==> src/rtl/uart_485_tx.sv <==
// RS-485 UART transmitter: 8N1 framing with a one-entry holding buffer and
// driver-enable lead/trail guard times around each burst of back-to-back bytes.
module uart_485_tx #(
    parameter int CLK_HZ     = 25000000,
    parameter int BAUD       = 115200,
    parameter int LEAD_BITS  = 1,
    parameter int TRAIL_BITS = 1
) (
    input  logic       clk25,
    input  logic       reset_n,
    input  logic [7:0] tx_data,
    input  logic       tx_valid,
    output logic       tx_ready,
    output logic       tx,
    output logic       tx_en,
    output logic       busy
);
    localparam int              DIV        = CLK_HZ / BAUD;
    localparam int              CW         = $clog2(DIV);
    localparam logic [CW-1:0]   CNT_LAST   = CW'(DIV - 1);
    localparam logic [2:0]      LEAD_LAST  = 3'(LEAD_BITS - 1);
    localparam logic [2:0]      TRAIL_LAST = 3'(TRAIL_BITS - 1);

    typedef enum logic [2:0] {
        S_IDLE, S_LEAD, S_START, S_DATA, S_STOP, S_TRAIL
    } state_t;

    state_t        r_state, w_state_nxt;
    logic [CW-1:0] r_cnt, w_cnt_nxt;
    logic [2:0]    r_idx, w_idx_nxt;
    logic [7:0]    r_shift, w_shift_nxt;
    logic [7:0]    r_buf;
    logic          r_buf_full;
    logic          r_tx, r_tx_en;
    logic          w_tx_nxt, w_en_nxt;
    logic          w_load, w_accept, w_bit_end;

    assign w_accept  = tx_valid && !r_buf_full;
    assign w_bit_end = (r_cnt == CNT_LAST);

    // NOTE: every output of this block gets a default first, so no path can infer a latch.
    always_comb begin
        w_state_nxt = r_state;
        w_idx_nxt   = r_idx;
        w_shift_nxt = r_shift;
        w_load      = 1'b0;
        unique case (r_state)
            S_IDLE: begin
                if (r_buf_full) begin
                    w_load      = 1'b1;
                    w_shift_nxt = r_buf;
                    w_idx_nxt   = '0;
                    w_state_nxt = (LEAD_BITS > 0) ? S_LEAD : S_START;
                end
            end
            S_LEAD: begin
                if (w_bit_end) begin
                    w_idx_nxt = r_idx + 3'd1;
                    if (r_idx == LEAD_LAST) begin
                        w_idx_nxt   = '0;
                        w_state_nxt = S_START;
                    end
                end
            end
            S_START: begin
                if (w_bit_end) begin
                    w_idx_nxt   = '0;
                    w_state_nxt = S_DATA;
                end
            end
            S_DATA: begin
                if (w_bit_end) begin
                    w_shift_nxt = {1'b0, r_shift[7:1]};
                    w_idx_nxt   = r_idx + 3'd1;
                    if (r_idx == 3'd7) w_state_nxt = S_STOP;
                end
            end
            S_STOP, S_TRAIL: begin
                // A waiting byte chains straight into a new start bit without releasing the bus.
                if (w_bit_end) begin
                    w_idx_nxt = r_idx + 3'd1;
                    if (r_buf_full) begin
                        w_load      = 1'b1;
                        w_shift_nxt = r_buf;
                        w_idx_nxt   = '0;
                        w_state_nxt = S_START;
                    end else if (r_state == S_STOP) begin
                        w_idx_nxt   = '0;
                        w_state_nxt = (TRAIL_BITS > 0) ? S_TRAIL : S_IDLE;
                    end else if (r_idx == TRAIL_LAST) begin
                        w_idx_nxt   = '0;
                        w_state_nxt = S_IDLE;
                    end
                end
            end
            default: w_state_nxt = S_IDLE;
        endcase

        w_cnt_nxt = (r_state == S_IDLE || w_bit_end) ? '0 : r_cnt + CW'(1);

        // Line outputs are derived from the next state so the registered pins change on the transition edge.
        unique case (w_state_nxt)
            S_START: w_tx_nxt = 1'b0;
            S_DATA:  w_tx_nxt = w_shift_nxt[0];
            default: w_tx_nxt = 1'b1;
        endcase
        w_en_nxt = (w_state_nxt != S_IDLE);
    end

    // NOTE: sequential state uses non-blocking assignments so all registers update together.
    always_ff @(posedge clk25 or negedge reset_n) begin
        if (!reset_n) begin
            r_state    <= S_IDLE;
            r_cnt      <= '0;
            r_idx      <= '0;
            r_shift    <= '0;
            r_buf      <= '0;
            r_buf_full <= 1'b0;
            r_tx       <= 1'b1;
            r_tx_en    <= 1'b0;
        end else begin
            r_state <= w_state_nxt;
            r_cnt   <= w_cnt_nxt;
            r_idx   <= w_idx_nxt;
            r_shift <= w_shift_nxt;
            r_tx    <= w_tx_nxt;
            r_tx_en <= w_en_nxt;
            if (w_load) begin
                r_buf_full <= 1'b0;
            end else if (w_accept) begin
                r_buf      <= tx_data;
                r_buf_full <= 1'b1;
            end
        end
    end

    assign tx       = r_tx;
    assign tx_en    = r_tx_en;
    assign tx_ready = !r_buf_full;
    assign busy     = (r_state != S_IDLE) || r_buf_full;
endmodule

==> config.mk <==
export PLATFORM = sky130hd
export DESIGN_NAME = uart_485_tx
export DESIGN_NICKNAME = d
export VERILOG_FILES = /design/src/rtl/uart_485_tx.sv
export SDC_FILE = /design/constraint.sdc
export NUM_CORES = 1
export LEC_CHECK = 0
export CAP_MARGIN = 15
export CORE_MARGIN = 2
export CORE_UTILIZATION = 40
export CTS_CLUSTER_SIZE = 8
export DETAILED_ROUTE_END_ITERATION = 8
export PLACE_DENSITY_LB_ADDON = 0.12
export SYNTH_ARGS = -nofsm -noshare
export SYNTH_HDL_FRONTEND = slang
export SYNTH_SLANG_ARGS = --single-unit
==> constraint.sdc <==
create_clock -name clk25 -period 2.7 [get_ports clk25]
set_clock_uncertainty 0.15 [all_clocks]
set_input_delay 0.675 -clock clk25 [delete_from_list [all_inputs] [get_ports clk25]]
set_output_delay 0.675 -clock clk25 [all_outputs]
set_load 0.05 [all_outputs]
==> reports/metrics.cfg, run 1 <==
[synth]
async_flop_share_pct=100.0
synth-edff-count=0
yosysSeqAreaShare_pct=48.57
yosys-top-cells-count=32 x dfrtp_1, 12 x nor2_1, 11 x nand2_1, 10 x mux2_2, 9 x inv_1
ys_types=41
synth_most_common_cell=dfrtp_1
ys.flop_type=dfrtp_1
avgSynthCellArea_sq_um=10.85
ys_ff_latch=33
yosys.area.top_type_share_pct=47.02
yosys-top-cells-area=dfrtp_1 47%, mux2_2 6.6%, ha_1 3.7%, a221o_1 3.5%, nor2_1 2.6%
yosysWarnings=0
yosysTopAreaCell=dfrtp_1
netlist_area_sq_um=1703
synth.net_count=173
synthCells=157

[sta]
period_share_pct=90.56
period_minus_slack_ps=2445
fin_tns_setup_ps=0
slew_violations=0
finalHoldViolations=0
tightest_slew_ps=618.4
max_freq_ghz=0.4090
slew_headroom_pct=58.77
setup_viol_count_final=0
rsz0062_at_grt=false

[cells_and_area]
layout.nets=196
design_area_sq_um=2018
drive_gt1_share_pct=16.57
syn_to_final_growth_pct=18.52
n_antenna_cell=0

[die]
io_pins=15
fp.dieH_um=69.25
core_sq_um=4058
die-area_sq_um=4795
start_util_pct=41.97
fp.dieW_um=69.25
num_rows=23

[detailed_routing]
dr.pass1.iters=4
drt_wl_total_mm=3.377
drc_errors=0
drt-initial-drc-count=49
wire_per_inst_um=14.62
vias=1258
final_antenna_net_count=0
vias_per_cell=5.446

[worst_setup_path]
rr_worst_depth=7
regToRegStartpoint=r_cnt[0]
critical_path_class=flop to output pin
worstSetupEndpointType=output pin
crit_fanout=3
crit_required_ps=1880
r2r_slack_ps=320
reg2reg_to=tx_en
crit_arrival_ps=1620
critPathSlowestCell=clkdlybuf4s50_1
crit_start=r_buf_full
cp_slowest_stage_delay_ps=820
worstSetupStartpointType=flop
worstPathCellList=inv_1, clkdlybuf4s50_1

[hold_path]
min_path_cells=1
worstHoldEndpoint=r_shift[3]
hold_class=flop to flop
worstHoldStart=r_buf[3]

[global_routing]
grt_util_all_layers_pct=16.09
antenna_found_initial=0
first_global_vias=1293
grt_max_degree=34
grt_pass1_wl_mm=6.168
grt-ovfl-total=0

[cts]
cts.sinks=33
path_clk_slew_ps=70
cts_tree=done
cts_resized=0
htreeDepth=2
insertion_delay_ps=280
clk_path_buf_depth=2
cts_made_buffers=5
postCtsSetupBuffers=0
cts-root-buf=clkbuf_8
postCtsHoldBufs=0

[placed_design]
hpwlAfterDp_mm=2.341
portBuffers=14
gp_congestion=0.8288
place_area_sq_um=1933

[power_and_ir_drop]
ir_worst_vdd_v=0.0003244
power.density_nw_per_um2=613.4
p_leak_nw=0.9291

[run]
cap_violations=0

[status]
outcome=finished, final reports clean

-- kinds of logic (layout without fill, tap and decap cells) --
| family | after synthesis | in the layout | synth area share, % |
|---|---|---|---|
| flip-flops | 33 | 33 | 48.57 |
| AND/OR/NAND/NOR | 54 | 54 | 17.78 |
| XOR/XNOR | 7 | 7 | 3.600 |
| buffers and inverters | 15 | 39 | 3.894 |
| AO/OA/AOI/OAI | 31 | 31 | 14.70 |
| adder cells (fa/ha/maj) | 5 | 5 | 3.674 |
| multiplexers | 12 | 12 | 7.789 |
-- worst max-delay path, delay by kind of cell (launching register included) --
kind | cells | cell delay (ps)
buf+inv | 2 | 950
flops | 1 | 380
-- stage by stage --
| stage | setup WS [ps] | cells | power [mW] | utilization [%] | hold slack, ps |
|---|---|---|---|---|---|
| CTS | 17.10 | 231 | 1.257 | 49.68 | 361.0 |
| floorplan | 528.2 | 157 | 0.8213 | - | 229.4 |
| global route | 173.4 | 231 | 1.320 | 49.74 | 381.8 |
| detailed placement | 341.5 | 223 | 0.8940 | 47.64 | 345.2 |
| global placement | 419.0 | 223 | 0.8861 | 47.64 | 334.3 |
| finish | 254.9 | 231 | 1.238 | 49.74 | 357.9 |
-- flip-flops by register name, summed over array words and instances, names as in the netlist --
| signal | cells |
|---|---|
| tx_en | 1 |
| tx | 1 |
| r_buf_full | 1 |
| r_state | 3 |
| r_idx | 3 |
| r_buf | 8 |
| r_cnt | 8 |
| r_shift | 8 |
-- placed cells by master, fill, tap and decap left out, types with 6 or more instances in the layout --
master and instances:
o21ai_0 6, mux2_2 10, a221o_1 6, nor2_1 12
nand2_1 11, buf_4 8, and2_1 6, clkdlybuf4s50_1 13
inv_1 9, dfrtp_1 32
-- layout make-up --
class                      count  area [sq um]
timing repair buffer          22         202.7
multi-input combinational    109         809.5
sequential                    33         827.0
inverter                       9         33.78
tap                           50         62.56
fill                         374          2039
clock inverter                 2         10.01
clock buffer                   6         72.57
-- power breakdown --
part,internal (mW),switching [mW]
Combinational,0.120,0.0869
Clock,0.178,0.175
Sequential,0.588,0.0903
-- metal layers --
metal  track usage (%)  share of wire [%]  routed length [um]  vias up
met2             24.15                 47                1577       22
li1                  -                  -                   -      607
met5                 0                  0                   0        -
met3             4.942                3.8                 129        9
met1             21.48                 47                1603      620
met4             6.972                2.0                  66        0
-- how the worst max path moves through the flow --
stage,end,depth (start not counted)
2_1_floorplan,tx_en,8
3_3_place_gp,busy,3
3_5_place_dp,tx_en,7
4_1_cts,busy,3
5_1_grt,tx_en,7
6_report,tx_ready,2
Note: power is estimated with default switching activity, not from simulation.
==> run 2, diff against run 1 <==
--- a/config.mk
+++ b/config.mk
@@ -5,6 +5,7 @@
 export SDC_FILE = /design/constraint.sdc
 export NUM_CORES = 1
 export LEC_CHECK = 0
+export ABC_AREA = 1
 export CAP_MARGIN = 15
 export CORE_MARGIN = 2
 export CORE_UTILIZATION = 40
==> reports/metrics.cfg, run 2 <==
[worst_setup_path]
reg2reg_to=r_shift[6]
crit_fanout=1  ; -2
worstSetupEndpointType=output pin
cp_slowest_stage_delay_ps=780  ; -40 ps
critical_path_class=flop to output pin
crit_buf_inv=1  ; -1
worstPathCellList=clkdlybuf4s50_1
rr_worst_depth=11  ; +4
cp-endpoint=tx
cp_top_family=buffers and inverters
crit_arrival_ps=1590  ; -30 ps
crit_cells=1  ; -1
worstSetupStartpointType=flop
critPathSlowestCell=clkdlybuf4s50_1
crit_required_ps=1880  ; about the same
crit_start=tx
r2r_slack_ps=910  ; +590 ps
regToRegStartpoint=r_cnt[0]

[die]
fp.dieH_um=70.88  ; +2.4%
io_pins=15  ; unchanged
fp.dieW_um=70.88  ; +2.4%
core_sq_um=4324  ; +6.6%
num_rows=24  ; +4.3%
start_util_pct=41.38  ; -0.59 points
die-area_sq_um=5024  ; +4.8%

[power_and_ir_drop]
comb_power_share_pct=28.2  ; +12 points
p_leak_nw=1.055  ; +14%
ir_worst_vdd_v=0.0004021  ; +24%
clkPwrFrac_pct=27.5  ; -1.0 points
power.density_nw_per_um2=840.1  ; +37%
p_seq_share_pct=44.4  ; -10 points
switching_share_pct=35.15  ; +6.7 points
power.switching_mw=0.6237  ; +77%
p_int_mw=1.151  ; +30%

[placed_design]
pre_cts_slack_ps=598.3  ; +256.8 ps
portBuffers=14  ; unchanged
placedCellCount=296  ; +33%
hpwlAfterDp_mm=2.608  ; +11%
gp_congestion=0.8848  ; +6.8%

[synth]
ys_ff_latch=33  ; unchanged
avgSynthCellArea_sq_um=7.779  ; -28%
netlist_area_sq_um=1789  ; +5.1%
yosysTopAreaCell=dfrtp_1
synth.net_count=246  ; +42%
synthCells=230  ; +46%
ys_types=30  ; -27%
async_flop_share_pct=100.0  ; unchanged
yosys.area.top_type_share_pct=44.76  ; -2.3 points
yosysWarnings=0  ; unchanged
ys.flop_type=dfrtp_1
synth_most_common_cell=nand2_1
yosys-top-cells-area=dfrtp_1 45%, nand2_1 14%, inv_1 6.5%, nand3_1 5.9%, ha_1 3.5%
yosys-top-cells-count=67 x nand2_1, 32 x dfrtp_1, 31 x inv_1, 21 x nand3_1, 14 x nor2_1
yosysSeqAreaShare_pct=46.22  ; -2.3 points
synth-edff-count=0  ; unchanged

[cells_and_area]
drive_gt1_share_pct=13.89  ; -2.7 points
instances_no_fill=304  ; +32%
syn_to_final_growth_pct=18.04
layout.nets=267  ; +36%
top_regs=r_buf: 8 flops, r_cnt: 8 flops, r_shift: 8 flops
layout_common_cells=67 x nand2_1, 32 x dfrtp_1, 31 x inv_1
layout_commonest_cell=nand2_1
n_antenna_cell=0  ; unchanged

[cts]
postCtsHoldBufs=0  ; unchanged
cts_made_buffers=5  ; unchanged
cts_resized=0  ; unchanged
htreeDepth=2  ; unchanged
cts-root-buf=clkbuf_8
path_clk_slew_ps=70  ; about the same
cts.sinks=33  ; unchanged
insertion_delay_ps=290  ; about the same
cts_tree=done
clk_path_buf_depth=2  ; unchanged
postCtsSetupBuffers=0  ; unchanged

[detailed_routing]
drt-initial-drc-count=156  ; +220%
drc_errors=0  ; unchanged
vias=1488  ; +18%
dr.pass1.iters=4  ; unchanged
wire_per_inst_um=11.99  ; -18%
drt_wl_total_mm=3.646  ; +8.0%
vias_per_cell=4.895  ; -10%
final_antenna_net_count=0  ; unchanged

[global_routing]
antenna_found_initial=0  ; unchanged
globalRouteMet1Util_pct=23.43  ; +2.0 points
first_global_vias=1362  ; +5.3%
grt_max_degree=34  ; unchanged
grt-busiest-layer=met1
grt_util_all_layers_pct=16.43  ; +0.34 points
grt_util_met3_pct=4.131  ; -0.81 points
grt_util_met2_pct=22.85  ; -1.3 points
grt-ovfl-total=0  ; unchanged
grt_pass1_wl_mm=6.348  ; +2.9%

[sta]
fin_tns_setup_ps=0  ; unchanged
slew_violations=0  ; unchanged
period_minus_slack_ps=2413  ; -31.66 ps
finalHoldViolations=0  ; unchanged
max_freq_ghz=0.4143  ; +1.3%
period_share_pct=89.39  ; -1.2 points
setup_slack_ps=286.5  ; +31.66 ps
tightest_slew_ps=490.1  ; -128.2 ps
slew_headroom_pct=67.22  ; +8.4 points
hold_slack_ps=327.2  ; -30.78 ps
rsz0062_at_grt=false
setup_viol_count_final=0  ; unchanged

[run]
cap_violations=0  ; unchanged

[status]
outcome=finished, final reports clean

[hold_path]
hold_class=flop to flop

## run 2: cell types whose count changed after synthesis, sizes merged, moves of 4 or more
cell / previous run / this run
nand3: 5 / 23
inv: 9 / 37
nand2: 11 / 74
o21ai: 7 / 12
and3: 4 / 0
xor2: 5 / 0
mux2: 10 / 0
a221o: 6 / 0
and2: 6 / 0
nand4: 0 / 6
nor2: 13 / 19
## run 2: cell type report
class | instances | area [sq um]
Fill cell | 437 | 2212
Sequential cell | 33 | 827.0
Multi-Input combinational cell | 158 | 814.5
Timing Repair Buffer | 16 | 150.1
Inverter | 37 | 138.9
Clock buffer | 7 | 86.33
Tap cell | 52 | 65.06
Clock inverter | 1 | 30.03
## run 2: worst min-delay path by stage
| stage | start | end | slack [ps] | cells past startpoint |
|---|---|---|---|---|
| floorplan | reset_n | r_buf[0] | 230 | 0 |
| global placement | r_shift[4] | r_shift[4] | 310 | 2 |
| detailed placement | r_shift[5] | r_shift[5] | 310 | 2 |
| CTS | r_shift[5] | r_shift[5] | 330 | 2 |
| global route | r_shift[4] | r_shift[4] | 370 | 2 |
| finish | r_shift[4] | r_shift[4] | 330 | 2 |
## run 2: kinds of logic (layout without fill, tap and decap cells)
logic type | count (synthesis) | count (layout) | synth area share [%]
xor+xnor | 1 | 1 | 0.4896
flops | 33 | 33 | 46.22
compound gates | 21 | 21 | 6.924
fa+ha+maj | 5 | 5 | 3.497
simple gates | 131 | 131 | 34.62
buf+inv | 39 | 61 | 8.251
## run 2: per-stage QoR
step                      total power, mW  instance area (sq um)  utilization (%)
after floorplan                     1.140                   1789                -
after global routing                1.902                   2112            48.84
after detailed placement            1.296                   1996            46.15
after global placement              1.284                   1996            46.15
after CTS                           1.789                   2112            48.84
final                               1.774                   2112            48.84
## run 2: metal layers
metal  up-vias  part of all wire, %
met5         -                    0
met4         0                  1.9
met3         5                  4.4
met2        34                   42
met1       678                   52
li1        771                    -
## run 2: power by group through the flow
| stage | registers (mW) | clock network (mW) | logic [mW] |
|---|---|---|---|
| finish | 0.788 | 0.487 | 0.499 |
| global route | 0.808 | 0.517 | 0.576 |
| global placement | 0.787 | 0 | 0.496 |
| detailed placement | 0.794 | 0 | 0.502 |
| floorplan | 0.768 | 0 | 0.372 |
| CTS | 0.786 | 0.499 | 0.504 |
==> run 3, diff against run 2 <==
--- a/config.mk
+++ b/config.mk
@@ -11,6 +11,7 @@
 export CORE_UTILIZATION = 40
 export CTS_CLUSTER_SIZE = 8
 export DETAILED_ROUTE_END_ITERATION = 8
+export DONT_BUFFER_PORTS = 1
 export PLACE_DENSITY_LB_ADDON = 0.12
 export SYNTH_ARGS = -nofsm -noshare
 export SYNTH_HDL_FRONTEND = slang
==> reports/metrics.cfg, run 3 (same netlist as run 2, synthesis figures left out) <==
[status]
outcome=finished, final reports clean

[worst_setup_path]
critPathSlowestCell=dfrtp_1
cp_slowest_stage_delay_ps=560  ; -220 ps
crit_fanout=13  ; +12
rr_worst_depth=7  ; -4
reg2reg_to=r_idx[1]
crit_buf_inv=1  ; unchanged
crit_arrival_ps=1370  ; -220 ps
crit_required_ps=1880  ; about the same
worstSetupEndpointType=output pin
regToRegStartpoint=r_buf_full
worstSetupStartpointType=flop
critical_path_class=flop to output pin
r2r_slack_ps=810  ; -100 ps
worstPathCellList=inv_1, nand2_2
cp_top_family=flip-flops

[die]
num_rows=24  ; unchanged
fp.dieW_um=70.88  ; unchanged
die-area_sq_um=5024  ; unchanged
core_sq_um=4324  ; unchanged
fp.dieH_um=70.88  ; unchanged
io_pins=15  ; unchanged
start_util_pct=41.38  ; unchanged

[hold_path]
hold_class=input port to async pin

[power_and_ir_drop]
power.total_mw=1.622  ; -8.6%
ir_worst_vdd_v=0.0003953  ; -1.7%
p_leak_nw=0.9887  ; -6.3%
power.density_nw_per_um2=827.6  ; -1.5%

[sta]
fin_tns_setup_ps=0  ; unchanged
slew_headroom_pct=70.64  ; +3.4 points
period_share_pct=81.36  ; -8.0 points
hold_slack_ps=54.58  ; -272.6 ps
slew_violations=0  ; unchanged
setup_viol_count_final=0  ; unchanged
tightest_slew_ps=440.7  ; -49.44 ps
finalHoldViolations=0  ; unchanged
rsz0062_at_grt=false
period_minus_slack_ps=2197  ; -216.8 ps
setup_slack_ps=503.3  ; +216.8 ps
max_freq_ghz=0.4552  ; +9.9%

[detailed_routing]
dr.pass1.iters=4  ; unchanged
drc_errors=0  ; unchanged
final_antenna_net_count=0  ; unchanged
drt_wl_total_mm=3.665  ; +0.52%
wire_per_inst_um=12.64  ; +5.4%
vias=1384  ; -7.0%
drt-initial-drc-count=71  ; -54%
vias_per_cell=4.772  ; -2.5%

[placed_design]
pre_cts_slack_ps=826.2  ; +227.9 ps
portBuffers=0  ; -14
gp_congestion=0.8833  ; -0.17%
hpwlAfterDp_mm=2.645  ; +1.4%

[run]
cap_violations=0  ; unchanged

[cts]
path_clk_slew_ps=70  ; about the same
htreeDepth=2  ; unchanged
insertion_delay_ps=290  ; about the same
cts_made_buffers=5  ; unchanged
clk_path_buf_depth=2  ; unchanged
cts_tree=done
cts_resized=0  ; unchanged
cts-root-buf=clkbuf_8
cts.sinks=33  ; unchanged

[cells_and_area]
n_antenna_cell=0  ; unchanged
layout.nets=253  ; -5.2%
layout_commonest_cell=nand2_1
syn_to_final_growth_pct=9.511
top_regs=r_buf: 8 flops, r_cnt: 8 flops, r_shift: 8 flops
layout_common_cells=67 x nand2_1, 32 x dfrtp_1, 31 x inv_1
drive_gt1_share_pct=14.29  ; +0.40 points

[global_routing]
grt_pass1_wl_mm=6.237  ; -1.7%
antenna_found_initial=0  ; unchanged
grt_max_degree=33  ; -2.9%
grt_util_all_layers_pct=16.45  ; +0.020 points
first_global_vias=1286  ; -5.6%
grt-ovfl-total=0  ; unchanged

-- run 3: stage by stage --
stage,cell area (sq um),std cells,utilization [%]
floorplan,1789,230,-
global placement,1853,281,42.85
detailed placement,1853,281,42.85
CTS,1959,290,45.31
global route,1959,290,45.31
finish,1959,290,45.31
-- run 3: how the worst max path moves through the flow --
| stage | from | endpoint | slack [ps] | depth (start not counted) |
|---|---|---|---|---|
| after detailed placement | r_buf_full | busy | 830 | 2 |
| final | r_buf_full | busy | 500 | 2 |
| after global routing | r_buf_full | busy | 410 | 2 |
| after global placement | r_buf_full | busy | 840 | 2 |
| after floorplan | r_buf_full | busy | 760 | 2 |
| after CTS | r_buf_full | busy | 500 | 2 |
-- run 3: repair_timing --
item / in CTS / in global routing
endpoints found under the setup margin: 0 / 0
hold endpoints to repair: 32 / 0
setup buffers: 0 / 0
hold buffers: 1 / 0
-- run 3: final cells by class --
| type | count | area, sq um |
|---|---|---|
| clock buffers | 5 | 68.82 |
| clock inverters | 3 | 17.52 |
| inverters | 37 | 138.9 |
| flip-flops and latches | 33 | 827.0 |
| well taps | 52 | 65.06 |
| fillers | 443 | 2365 |
| multi-input cells | 158 | 814.5 |
| repair buffers | 2 | 27.53 |
-- run 3: report_power, final --
| part | total (mW) | internal (mW) | switching (mW) |
|---|---|---|---|
| registers | 0.818 | 0.662 | 0.156 |
| clock network | 0.367 | 0.178 | 0.189 |
| logic | 0.437 | 0.162 | 0.275 |
| total | 1.62 | 1.00 | 0.620 |
-- run 3: worst reg2reg max path: stages (launching register included) --
cell,delay (ps)
dfrtp_1,560
inv_1,230
nand2_2,300
o21ai_1,130
a21oi_2,180
nand2_1,120
nand2_1,80
nand2_1,50
-- run 3: routing by layer --
| metal | wire length [um] | track usage [%] |
|---|---|---|
| met5 | 0 | 0 |
| met2 | 1503 | 21.91 |
| met4 | 76 | 7.547 |
| met1 | 1950 | 24.30 |
| met3 | 135 | 4.986 |
